## src/rtl/jtframe_dwnld_nbank.sv

```systemverilog
// jtframe_dwnld_nbank
// Routes the ioctl ROM download byte stream into the SDRAM programming port,
// splitting the address space across up to four SDRAM banks. A small FIFO
// absorbs ioctl bursts while the SDRAM controller is busy, and dwnld_busy
// stays high until every accepted byte has been written.
//
// Optional feature macro: JTFRAME_DWNLD_HEADER_EN
//   When defined, the first HEADER strobes after each download start are
//   skipped and the address is offset by -HEADER before bank decoding.
//
// Ports
//   clk, rst             clock and asynchronous active-high reset
//   downloading          ioctl download window active
//   ioctl_addr/data/wr   ioctl byte stream (wr is a one-cycle strobe)
//   prog_addr/data/mask  SDRAM word address, byte and active-low lane mask
//   prog_bank, prog_we   SDRAM bank and write request (held until prog_rdy)
//   prog_rdy             SDRAM accepted the current write (one-cycle pulse)
//   dwnld_busy           download or SDRAM drain in progress
//   overflow             sticky: a byte was dropped because the FIFO was full
module jtframe_dwnld_nbank #(
  parameter int          BANKS     = 4,
  parameter logic [24:0] BA1_START = 25'h0,
  parameter logic [24:0] BA2_START = 25'h0,
  parameter logic [24:0] BA3_START = 25'h0,
  parameter int          FIFO_AW   = 3,
  parameter int          HEADER    = 0
)(
  input  logic        clk,
  input  logic        rst,
  input  logic        downloading,
  input  logic [24:0] ioctl_addr,
  input  logic [7:0]  ioctl_data,
  input  logic        ioctl_wr,
  output logic [21:0] prog_addr,
  output logic [7:0]  prog_data,
  output logic [1:0]  prog_mask,
  output logic [1:0]  prog_bank,
  output logic        prog_we,
  input  logic        prog_rdy,
  output logic        dwnld_busy,
  output logic        overflow
);

  localparam int DEPTH = 1 << FIFO_AW;
  localparam int EW    = 34;  // {bank[1:0], addr[21:0], mask[1:0], data[7:0]}

  typedef enum logic {IDLE = 1'b0, WRITE = 1'b1} state_t;

  logic              dl_r;
  logic              rise_s;
  logic [24:0]       addr_s;
  logic              hdr_skip_s;
  logic [1:0]        bank_s;
  logic [24:0]       base_s;
  logic [24:0]       off_s;
  logic              s1_valid_r;
  logic [EW-1:0]     s1_entry_r;
  logic [EW-1:0]     mem_r [DEPTH];
  logic [FIFO_AW-1:0] wr_ptr_r, rd_ptr_r;
  logic [FIFO_AW:0]  cnt_r;
  logic              full_s, pop_s, push_s, drop_s;
  logic [EW-1:0]     head_s, next_s;
  logic              next_avail_s;
  state_t            st_r, st_s;
  logic              we_s;
  logic [EW-1:0]     entry_s;
  logic              unused_s;

  assign rise_s = downloading & ~dl_r;

  // Delayed copy of downloading, used to detect the start of a download
  always_ff @(posedge clk or posedge rst) begin
    if (rst) dl_r <= 1'b0;
    else     dl_r <= downloading;
  end

`ifdef JTFRAME_DWNLD_HEADER_EN
  localparam logic [24:0] HDR = 25'(HEADER);
  logic [24:0] hdr_cnt_r;
  logic [24:0] hdr_eff_s;

  // The counter is cleared on the start edge; a strobe on that same cycle
  // already counts as header byte 0.
  always_comb begin
    hdr_eff_s  = rise_s ? 25'd0 : hdr_cnt_r;
    hdr_skip_s = (hdr_eff_s < HDR);
    addr_s     = ioctl_addr - HDR;
  end

  // Header byte counter, saturating at HEADER
  always_ff @(posedge clk or posedge rst) begin
    if (rst)                                        hdr_cnt_r <= 25'd0;
    else if (ioctl_wr && downloading && hdr_skip_s) hdr_cnt_r <= hdr_eff_s + 25'd1;
    else if (rise_s)                                hdr_cnt_r <= 25'd0;
    else                                            hdr_cnt_r <= hdr_cnt_r;
  end
`else
  assign hdr_skip_s = 1'b0;
  assign addr_s     = ioctl_addr;
`endif

  // Bank decode: highest enabled bank whose start address is not above addr
  always_comb begin
    bank_s = 2'd0;
    base_s = 25'd0;
    if (BANKS >= 4 && addr_s >= BA3_START) begin
      bank_s = 2'd3; base_s = BA3_START;
    end else if (BANKS >= 3 && addr_s >= BA2_START) begin
      bank_s = 2'd2; base_s = BA2_START;
    end else if (BANKS >= 2 && addr_s >= BA1_START) begin
      bank_s = 2'd1; base_s = BA1_START;
    end else begin
      bank_s = 2'd0; base_s = 25'd0;
    end
    off_s = addr_s - base_s;
  end

  // Offset bits above the 23-bit bank range wrap silently
  assign unused_s = ^{off_s[24:23], 32'(HEADER)};

  // Stage 1: register the decoded entry
  always_ff @(posedge clk or posedge rst) begin
    if (rst) begin
      s1_valid_r <= 1'b0;
      s1_entry_r <= '0;
    end else begin
      s1_valid_r <= ioctl_wr & downloading & ~hdr_skip_s;
      if (ioctl_wr && downloading && !hdr_skip_s)
        s1_entry_r <= {bank_s, off_s[22:1], (off_s[0] ? 2'b01 : 2'b10), ioctl_data};
      else
        s1_entry_r <= s1_entry_r;
    end
  end

  // A full FIFO still accepts the push when the head is popped that cycle
  assign full_s = (cnt_r == (FIFO_AW+1)'(DEPTH));
  assign pop_s  = (st_r == WRITE) & prog_rdy;
  assign push_s = s1_valid_r & (~full_s | pop_s);
  assign drop_s = s1_valid_r & full_s & ~pop_s;
  assign head_s = mem_r[rd_ptr_r];

  // With a single stored entry the follow-up can only be the one being pushed
  assign next_s       = (cnt_r > (FIFO_AW+1)'(1)) ? mem_r[rd_ptr_r + FIFO_AW'(1)] : s1_entry_r;
  assign next_avail_s = (cnt_r > (FIFO_AW+1)'(1)) | push_s;

  // FIFO storage
  always_ff @(posedge clk) begin
    if (push_s) mem_r[wr_ptr_r] <= s1_entry_r;
  end

  // FIFO pointers and occupancy
  always_ff @(posedge clk or posedge rst) begin
    if (rst) begin
      wr_ptr_r <= '0;
      rd_ptr_r <= '0;
      cnt_r    <= '0;
    end else begin
      wr_ptr_r <= wr_ptr_r + FIFO_AW'(push_s);
      rd_ptr_r <= rd_ptr_r + FIFO_AW'(pop_s);
      case ({push_s, pop_s})
        2'b10:   cnt_r <= cnt_r + (FIFO_AW+1)'(1);
        2'b01:   cnt_r <= cnt_r - (FIFO_AW+1)'(1);
        default: cnt_r <= cnt_r;
      endcase
    end
  end

  // Sticky overflow flag, cleared when a new download starts
  always_ff @(posedge clk or posedge rst) begin
    if (rst)         overflow <= 1'b0;
    else if (drop_s) overflow <= 1'b1;
    else if (rise_s) overflow <= 1'b0;
    else             overflow <= overflow;
  end

  // Write FSM: next state and next prog_* values
  always_comb begin
    st_s    = st_r;
    we_s    = prog_we;
    entry_s = {prog_bank, prog_addr, prog_mask, prog_data};
    case (st_r)
      IDLE: begin
        if (cnt_r != '0) begin
          st_s    = WRITE;
          we_s    = 1'b1;
          entry_s = head_s;
        end else begin
          st_s = IDLE;
          we_s = 1'b0;
        end
      end
      WRITE: begin
        if (prog_rdy) begin
          if (next_avail_s) begin
            entry_s = next_s;
            we_s    = 1'b1;
          end else begin
            st_s = IDLE;
            we_s = 1'b0;
          end
        end else begin
          we_s = 1'b1;
        end
      end
      default: begin
        st_s = IDLE;
        we_s = 1'b0;
      end
    endcase
  end

  // Write FSM: state and registered prog_* outputs
  always_ff @(posedge clk or posedge rst) begin
    if (rst) begin
      st_r      <= IDLE;
      prog_we   <= 1'b0;
      prog_bank <= 2'd0;
      prog_addr <= 22'd0;
      prog_mask <= 2'd0;
      prog_data <= 8'd0;
    end else begin
      st_r <= st_s;
      prog_we <= we_s;
      {prog_bank, prog_addr, prog_mask, prog_data} <= entry_s;
    end
  end

  assign dwnld_busy = dl_r | (cnt_r != '0) | prog_we | s1_valid_r;

endmodule

```

## config.mk

```make
export PLATFORM = sky130hd
export DESIGN_NAME = jtframe_dwnld_nbank
export DESIGN_NICKNAME = d
export VERILOG_FILES = /design/src/rtl/jtframe_dwnld_nbank.sv
export SDC_FILE = /design/constraint.sdc
export NUM_CORES = 1
export LEC_CHECK = 0
export ABC_AREA = 1
export CAP_MARGIN = 5
export CORE_AREA = 8 8 178 180
export DETAILED_ROUTE_END_ITERATION = 10
export DIE_AREA = 0 0 186 188
export HOLD_SLACK_MARGIN = 0.08
export PLACE_DENSITY_LB_ADDON = 0.15
export SYNTH_ARGS = -nofsm -noshare
export SYNTH_HDL_FRONTEND = slang
export SYNTH_SLANG_ARGS = --single-unit
```

## constraint.sdc

```tcl
create_clock -name clk -period 4.1 [get_ports clk]
set_clock_uncertainty 0.05 [all_clocks]
set_input_delay 0.615 -clock clk [delete_from_list [all_inputs] [get_ports clk]]
set_output_delay 0.615 -clock clk [all_outputs]
set_load 0.005 [all_outputs]
```

==> reports/qor.csv, run 1 <==
metric,value,unit
drt-vias-per-instance,5.73,
drive_gt1_share,5.84,%
drtPass1Iterations,6,
worst_slew_margin_rel,16.2,%
rows,63,
hold_class,flop to flop,
clock-root-buffer,clkbuf_16,
yosys.area.top_type,edfxtp_1,
ys_warn_count,0,
io_buffers,72,
clockBufferDepth,3,
postCtsSetupRepairBufs,0,
power_frac_seq,30.5,%
tritoncts,yes,
io_pins,75,
ctsResizeCount,0,
dr_total_vias,13600,
clk_pin_slew,0.06,ns
peakVddDrop,1.15,mV
min_period,2.88,ns
grt_max_degree,250,
clock_sinks,344,
tightestPinTransition,1.26,ns
synth_seq_cells,344,
path_buf_inv,3,
ys_types,26,
whs_endpoint,prog_addr[8],
seq_area_frac_synth,58.4,%
critPathTopFamily,buffers and inverters,
hold-path-cell-count,2,
wire_per_inst,18.9,um
crit_slowest_cell,buf_4,
r2r_cells,11,
final_cell_mix,"856 x nand2_1, 301 x nand3_1, 264 x edfxtp_1, 113 x inv_1, 78 x dfrtp_1",
finalHoldViolCount,0,
die_w,186,um
finalMaxSlewViolations,0,
post-route-drc-count,0,
n_antenna_cell,0,
synth_area,0.0170,sq mm
first_iter_violations,1377,
r2r-end,prog_addr[2],
cp_cell_sequence,"buf_4, clkinv_1, nand3_1, clkdlybuf4s50_1",
start_kind,flop,
p_total,15.3,mW
yosysTopAreaCellShare,46.6,%
outcome,"complete, no violations",
clk-insertion-delay-late,0.52,ns
synthTopCellsByArea,"edfxtp_1 47%, nand2_1 19%, dfrtp_1 12%, nand3_1 8.9%, o211ai_1 2.6%",
drv_cap,0,
switching_share,42.5,%
routed_wl,44900,um
clkPwrFrac,22.9,%
end_kind,primary output,
grt_pass1_wl,70500,um
overflow,0,
fin_setup_tns,0,ns
worstSetupPathType,flop to primary output,
dieHeight,188,um
htreeDepth,2,
place_hpwl,23700,um
routabilityCongestion,0.780,
netlist_instances,1940,
cp.required,3.43,ns
max_stage_delay,0.52,ns
fin_nets,2006,
hold_buffers,0,
initial_core_util,58.6,%
setup_viol,0,
fmax,348,MHz
r2r_start,rd_ptr_r[1],
grt_pass1_vias,12900,
p_sw,6.50,mW
power_density,798,mW/mm^2
dieArea,0.0350,sq mm
p_comb_share,46.6,%
crit_fanout,36,
synthToLayoutAreaGrowth,12.8,%
r2r_slack,1.34,ns
synth.avg_cell_area,8.76,sq um
final_common_cell,nand2_1,
grt_antenna_before_repair,0,
period_share,70.2,%
drtAntennaViolNets,0,
cp.arrival,2.21,ns
core,0.0290,sq mm
worstHoldStart,prog_addr[8],
rsz0062_at_grt,false,
cts_buffers,37,
p_int,8.80,mW
synth_fp_nets,1987,
grt_util_all_layers,26.0,%
total_leakage_power,8.20,nW
==> kinds of logic (layout without fill, tap and decap cells) <==
kind of cell	count (synthesis)	in the layout	share of synthesized area, %
AO/OA/AOI/OAI	140	140	5.01
XOR/XNOR	6	6	0.309
adder cells (fa/ha/maj)	9	9	0.662
buffers and inverters	247	295	6.93
flip-flops	344	344	58.4
AND/OR/NAND/NOR	1194	1194	28.7
==> per-layer routing <==
| metal | vias up | part of all wire [%] | GRT usage [%] |
|---|---|---|---|
| met4 | 0 | 3.6 | 10.5 |
| met1 | 6378 | 41 | 35.7 |
| met3 | 143 | 10 | 4.86 |
| met2 | 662 | 46 | 40.4 |
| met5 | - | 0 | 0 |
| li1 | 6451 | - | - |
==> per-stage QoR <==
stage	area, sq um	worst slack (ns)	util, %	cells	hold WS (ns)
detailed placement	17900	1.14	61.7	2310	0.417
global route	19200	1.14	66.1	2378	0.448
finish	19200	1.22	66.1	2378	0.428
global placement	17900	1.18	61.7	2310	0.416
CTS	19200	1.23	66.1	2378	0.433
floorplan	17000	0.990	-	1940	0.422
==> Yosys cell counts (all sizes together) <==
library cell and instances:
nor2 31, or2 2, nor3 1, edfxtp 264, ha 9, dfrtp 80, buf 95, clkbuf 30
o211ai 60, clkinv 1, a21oi 19, o21ai 60, nand2 859, o22ai 1, xnor2 2, xor2 4
inv 121, nand3 301
==> worst register-to-register path, cell delays in order (launching register included) <==
cell and delay [ns]:
dfrtp_2 0.36, buf_4 0.79, clkinv_2 0.11, buf_4 0.47, o211ai_1 0.26, nand2_1 0.08
nand2_1 0.07, nand3_1 0.07, nand2_1 0.08, inv_1 0.04, nand2_1 0.19, nand2_1 0.09
==> power by group through the flow <==
stage               Sequential (mW)  Clock, mW  Combinational (mW)
floorplan                      4.66          0                5.11
global placement               4.72          0                6.82
detailed placement             4.73          0                6.97
CTS                            4.67       3.53                7.02
global route                   4.73       3.68                7.95
finish                         4.67       3.50                7.13
==> flip-flops by register name (all words and copies together), names as in the netlist <==
name,cells
mem_r,264
cnt_r,4
prog_bank,1
st_r,1
s1_valid_r,1
wr_ptr_r,3
prog_data,8
s1_entry_r,33
prog_mask,2
rd_ptr_r,3
prog_addr,22
dl_r,1
overflow,1
==> final cells by class <==
class	instances	area (sq um)
flip-flops and latches	344	9930
clock buffers	46	1030
well taps	390	488
repair buffers	105	1040
fillers	2325	9830
inverters	122	465
multi-input cells	1349	5950
clock inverters	22	256
==> worst max path at each step <==
stage	to	startpoint	cells past startpoint	slack, ns
CTS	dwnld_busy	st_r	4	1.23
global placement	mem_r[4][12]	prog_rdy	7	1.18
detailed placement	mem_r[4][12]	prog_rdy	7	1.14
floorplan	mem_r[0][0]	cnt_r[0]	8	0.99
global route	dwnld_busy	st_r	4	1.14
finish	dwnld_busy	st_r	4	1.22
Note: power is estimated with default switching activity, not from simulation.
==> inputs of run 2 (changes only) <==
--- a/config.mk
+++ b/config.mk
@@ -7,9 +7,9 @@
 export LEC_CHECK = 0
 export ABC_AREA = 1
 export CAP_MARGIN = 5
-export CORE_AREA = 8 8 178 180
+export CORE_AREA = 8 8 185 187
 export DETAILED_ROUTE_END_ITERATION = 10
-export DIE_AREA = 0 0 186 188
+export DIE_AREA = 0 0 193 195
 export HOLD_SLACK_MARGIN = 0.08
 export PLACE_DENSITY_LB_ADDON = 0.15
 export SYNTH_ARGS = -nofsm -noshare
==> constraint.sdc (replaced) <==
create_clock -name clk -period 2.62 [get_ports clk]
set_clock_uncertainty 0.05 [all_clocks]
set_input_delay 0.393 -clock clk [delete_from_list [all_inputs] [get_ports clk]]
set_output_delay 0.393 -clock clk [all_outputs]
set_load 0.005 [all_outputs]
==> reports/qor.csv, run 2 (synthesis results as in run 1) <==
metric,value,unit,change
r2r_slack,0.33,ns,was 1.34 ns
min_period,2.48,ns,
reg.largest.list,"mem_r: 264 flops, s1_entry_r: 33 flops, prog_addr: 22 flops",,unchanged
first_iter_violations,1626,,was 1377
place_area,0.0182,sq mm,was 0.0179 sq mm
io_buffers,72,,unchanged
overflow,0,,unchanged
wire_per_inst,19.3,um,was 18.9 um
dieArea,0.0376,sq mm,was 0.0350 sq mm
fin_area,0.0194,sq mm,was 0.0192 sq mm
r2r_start,cnt_r[0],,was rd_ptr_r[1]
period_share,94.5,%,
fin_setup_tns,0,ns,unchanged
cp.required,2.18,ns,was 3.43 ns
cts_buffers,38,,was 37
dr_total_vias,13800,,was 13600
routed-wl-met3,4260,um,was 4490 um
grt_util_all_layers,24.6,%,was 26.0%
n_antenna_cell,0,,unchanged
fin_nets,2020,,was 2006
largest_reg_flops,264,,unchanged
drtPass1Iterations,6,,unchanged
rows,65,,was 63
final_common_cell,nand2_1,,unchanged
clk-insertion-delay-late,0.52,ns,about the same
place_hpwl,26600,um,was 23700 um
layout_setup_ws,0.143,ns,was 1.22 ns
worstSetupPathType,flop to primary output,,unchanged
grt_pass1_wl,72200,um,was 70500 um
clock_sinks,344,,unchanged
fmax,404,MHz,
final_cell_mix,"856 x nand2_1, 301 x nand3_1, 264 x edfxtp_1, 113 x inv_1, 78 x dfrtp_1",,unchanged
power_density,1240,mW/mm^2,was 798 mW/mm^2
total_leakage_power,8.26,nW,was 8.20 nW
rsz0062_at_grt,false,,unchanged
io_pins,75,,unchanged
clock-root-buffer,clkbuf_16,,unchanged
hold_class,input port to async pin,,was flop to flop
clockBufferDepth,3,,unchanged
fillCellCount,2576,,was 2325
worst_slew_margin_rel,44.0,%,was 16.2%
place_ws,0.211,ns,was 1.14 ns
crit_slowest_cell,clkdlybuf4s50_1,,was buf_4
drtAntennaViolNets,0,,unchanged
setup_viol,0,,unchanged
grt_antenna_before_repair,1,,was 0
dieHeight,195,um,was 188 um
r2r-end,mem_r[0][8],,was prog_addr[2]
tightestPinTransition,0.839,ns,was 1.26 ns
cp_common_cell,nand3_1,,
die_w,193,um,was 186 um
start_kind,flop,,unchanged
cp.arrival,2.03,ns,was 2.21 ns
core,0.0312,sq mm,was 0.0290 sq mm
dr_wl_met2,21500,um,was 20600 um
final_core_util,62.0,%,was 66.1%
r2r_cells,9,,was 11
top_layer,met4,,unchanged
routabilityCongestion,0.804,,was 0.780
drt-vias-per-instance,5.72,,was 5.73
postCtsSetupRepairBufs,0,,unchanged
grt_pass1_vias,13100,,was 12900
tritoncts,yes,,unchanged
routed_wl,46400,um,was 44900 um
cp_cell_sequence,"inv_1, ha_1, nand3_1, nor2_1, nand3_1, clkdlybuf4s50_1",,"was buf_4, clkinv_1, nand3_1, clkdlybuf4s50_1"
clk_pin_slew,0.06,ns,about the same
regMostFlops,mem_r,,unchanged
drv_cap,0,,unchanged
drive_gt1_share,6.34,%,was 5.84%
outcome,"complete, no violations",,unchanged
met1_length,19100,um,was 18200 um
crit_fanout,4,,was 36
htreeDepth,2,,unchanged
end_kind,primary output,,unchanged
hold_buffers,0,,unchanged
grt_max_degree,221,,was 250
ctsResizeCount,0,,unchanged
finalHoldViolCount,0,,unchanged
post-route-drc-count,0,,unchanged
finalMaxSlewViolations,0,,unchanged
max_stage_delay,0.45,ns,was 0.52 ns
initial_core_util,54.4,%,was 58.6%
synthToLayoutAreaGrowth,13.9,%,was 12.8%
peakVddDrop,1.20,mV,was 1.15 mV
## run 2: cell count changes in the layout (fill, tap and decap cells not counted)
| cell | delta |
|---|---|
| bufinv_16 | -5 |
| clkbuf_1 | +8 |
| nor2_2 | -1 |
| nor2_4 | +1 |
| buf_12 | +13 |
| inv_2 | +2 |
| clkbuf_8 | +3 |
| clkinvlp_4 | +1 |
| clkinv_1 | -5 |
| clkinv_2 | -3 |
## run 2: layout make-up
| cell class | count | area (sq um) | share of cell area, % |
|---|---|---|---|
| clock inverter | 12 | 90.1 | 0.465 |
| sequential | 344 | 9930 | 51.3 |
| timing repair buffer | 118 | 1300 | 6.74 |
| inverter | 122 | 463 | 2.39 |
| multi-input combinational | 1349 | 5960 | 30.8 |
| tap | 402 | 503 | 2.60 |
| clock buffer | 57 | 1100 | 5.70 |
## run 2: worst max path at each step
stage,from,to,slack (ns),depth (start not counted)
6_report,cnt_r[0],dwnld_busy,0.14,6
5_1_grt,cnt_r[0],dwnld_busy,0.03,6
4_1_cts,cnt_r[0],dwnld_busy,0.14,6
3_5_place_dp,prog_rdy,mem_r[0][5],0.21,7
3_3_place_gp,prog_rdy,mem_r[0][5],0.24,7
2_1_floorplan,cnt_r[0],mem_r[0][0],-0.49,8
## run 2: critical path, delay by kind of cell (launching register included)
| kind | cells | cell delay [ns] |
|---|---|---|
| adders and majority gates | 1 | 0.21 |
| DFF | 1 | 0.42 |
| buffers and inverters | 2 | 0.56 |
| and+or+nand+nor | 3 | 0.32 |
## run 2: report_power, final
part | leakage, nW | switching (mW) | internal, mW | total [mW]
logic | 4.33 | 7.65 | 3.88 | 11.5
registers | 3.34 | 0.571 | 6.78 | 7.35
clock network | 0.590 | 2.09 | 3.01 | 5.10
total | 8.26 | 10.3 | 13.7 | 24.0
## run 2: layer usage
layer	vias up	track usage, %
met3	144	3.05
li1	6484	-
met4	0	8.69
met5	-	0
met1	6421	34.4
met2	701	39.3
## run 2: stage by stage
step | hold slack (ns) | power (mW) | cells
3_3_place_gp | 0.416 | 18.5 | 2335
6_report | 0.239 | 24.0 | 2404
5_1_grt | 0.288 | 25.6 | 2404
2_1_floorplan | 0.374 | 15.3 | 1940
4_1_cts | 0.255 | 24.0 | 2404
3_5_place_dp | 0.417 | 18.8 | 2335
==> inputs of run 3 (changes only) <==
--- a/config.mk
+++ b/config.mk
@@ -7,9 +7,9 @@
 export LEC_CHECK = 0
 export ABC_AREA = 1
 export CAP_MARGIN = 5
-export CORE_AREA = 8 8 185 187
+export CORE_AREA = 2 2 179 181
 export DETAILED_ROUTE_END_ITERATION = 10
-export DIE_AREA = 0 0 193 195
+export DIE_AREA = 0 0 181 183
 export HOLD_SLACK_MARGIN = 0.08
 export PLACE_DENSITY_LB_ADDON = 0.15
 export SYNTH_ARGS = -nofsm -noshare
==> reports/qor.csv, run 3 (synthesis results as in run 1) <==
metric,value,unit,change
outcome,"complete, no violations",,unchanged
rows,65,,unchanged
cp.required,2.18,ns,about the same
r2r_slack,0.33,ns,about the same
grt_antenna_before_repair,0,,was 1
grt_util_all_layers,27.9,%,was 24.6%
cp_cell_sequence,"buf_4, clkinv_1, nand3_1, clkdlybuf4s50_1",,"was inv_1, ha_1, nand3_1, nor2_1, nand3_1, clkdlybuf4s50_1"
finalHoldViolCount,0,,unchanged
regMostFlops,mem_r,,unchanged
clockBufferDepth,3,,unchanged
drtAntennaViolNets,0,,unchanged
period_share,93.6,%,was 94.5%
clk-insertion-delay-late,0.54,ns,was 0.52 ns
worstSetupPathType,flop to primary output,,unchanged
peakVddDrop,1.37,mV,was 1.20 mV
layout_setup_ws,0.167,ns,was 0.143 ns
final_cell_mix,"856 x nand2_1, 301 x nand3_1, 264 x edfxtp_1, 113 x inv_1, 78 x dfrtp_1",,unchanged
r2r_cells,9,,unchanged
setup_viol,0,,unchanged
routed_wl,45900,um,was 46400 um
hold_class,input port to async pin,,unchanged
post-route-drc-count,0,,unchanged
overflow,0,,unchanged
die_w,181,um,was 193 um
critPathLaunch,st_r,,was cnt_r[0]
grt_max_degree,185,,was 221
drt-vias-per-instance,5.72,,about the same
grt_pass1_vias,12900,,was 13100
htreeDepth,2,,unchanged
initial_core_util,54.4,%,unchanged
rsz0062_at_grt,false,,unchanged
core,0.0312,sq mm,unchanged
synthToLayoutAreaGrowth,14.4,%,was 13.9%
r2r_start,rd_ptr_r[0],,was cnt_r[0]
place_hpwl,26500,um,was 26600 um
n_antenna_cell,0,,unchanged
r2r-end,prog_addr[4],,was mem_r[0][8]
min_period,2.45,ns,was 2.48 ns
drv_cap,0,,unchanged
dieArea,0.0331,sq mm,was 0.0376 sq mm
io_pins,75,,unchanged
dr_total_vias,13800,,about the same
dieHeight,183,um,was 195 um
finalMaxSlewViolations,0,,unchanged
total_leakage_power,8.31,nW,was 8.26 nW
final_core_util,62.3,%,was 62.0%
clock-root-buffer,clkbuf_16,,unchanged
fmax,408,MHz,was 404 MHz
end_kind,primary output,,unchanged
tightestPinTransition,1.09,ns,was 0.839 ns
cts_buffers,38,,unchanged
hold_buffers,0,,unchanged
crit_fanout,18,,was 4
reg.largest.list,"mem_r: 264 flops, s1_entry_r: 33 flops, prog_addr: 22 flops",,unchanged
largest_reg_flops,264,,unchanged
wire_per_inst,19.0,um,was 19.3 um
start_kind,flop,,unchanged
final_common_cell,nand2_1,,unchanged
worst_slew_margin_rel,27.2,%,was 44.0%
fillCellCount,2612,,was 2576
max_stage_delay,0.50,ns,was 0.45 ns
cp.arrival,2.01,ns,was 2.03 ns
power_density,1240,mW/mm^2,about the same
clk_pin_slew,0.06,ns,about the same
fin_nets,2030,,was 2020
clock_sinks,344,,unchanged
fin_setup_tns,0,ns,unchanged
place_ws,0.240,ns,was 0.211 ns
io_buffers,72,,unchanged
grt_pass1_wl,71100,um,was 72200 um
drive_gt1_share,6.81,%,was 6.34%
tritoncts,yes,,unchanged
crit_slowest_cell,clkdlybuf4s50_1,,unchanged
first_iter_violations,1609,,was 1626
p_total,24.1,mW,was 24.0 mW
drtPass1Iterations,5,,was 6
holdWs,0.0904,ns,was 0.239 ns
routabilityCongestion,0.808,,was 0.804
==> run 3: worst max path at each step <==
stage / end / depth (start not counted)
after floorplan: mem_r[0][0] / 8
after global placement: mem_r[0][1] / 7
after detailed placement: mem_r[5][3] / 8
after CTS: dwnld_busy / 6
after global routing: dwnld_busy / 6
final: dwnld_busy / 4
==> run 3: timing repair <==
action	in CTS	in global routing
gates resized for setup	0	1
buffers inserted	0	0
endpoints found under the setup margin	0	1
==> run 3: worst max-delay path: cells and delay by family, from the launching register on <==
family | cells | cell delay [ns]
simple gates | 1 | 0.12
flops | 1 | 0.35
buf+inv | 3 | 1.02
==> run 3: per-stage QoR <==
step	cells	instance area, sq um
5_1_grt	2415	19400
4_1_cts	2415	19400
3_5_place_dp	2345	18200
2_1_floorplan	1940	17000
6_report	2415	19400
3_3_place_gp	2345	18200
==> run 3: report_power, final <==
group | internal, mW | leakage [nW] | switching, mW | total, mW
registers | 6.78 | 3.34 | 0.550 | 7.33
clock network | 3.12 | 0.605 | 2.14 | 5.25
logic | 3.88 | 4.37 | 7.69 | 11.6
total | 13.8 | 8.31 | 10.4 | 24.1
==> run 3: layout make-up <==
type	instances	area [sq um]	area share, %
Sequential cell	344	9930	51.1
Multi-Input combinational cell	1349	5960	30.7
Timing Repair Buffer	128	1340	6.90
Clock buffer	56	1100	5.66
Tap cell	402	503	2.59
Inverter	122	463	2.38
Clock inverter	14	140	0.721
==> run 3: metal layers <==
layer / vias to the layer above / track usage (%) / wire, um
met4: 0 / 9.46 / 1370
met3: 105 / 3.81 / 4250
met2: 685 / 43.5 / 20400
li1: 6503 / - / -
met1: 6511 / 40.6 / 19800
met5: - / 0 / 0
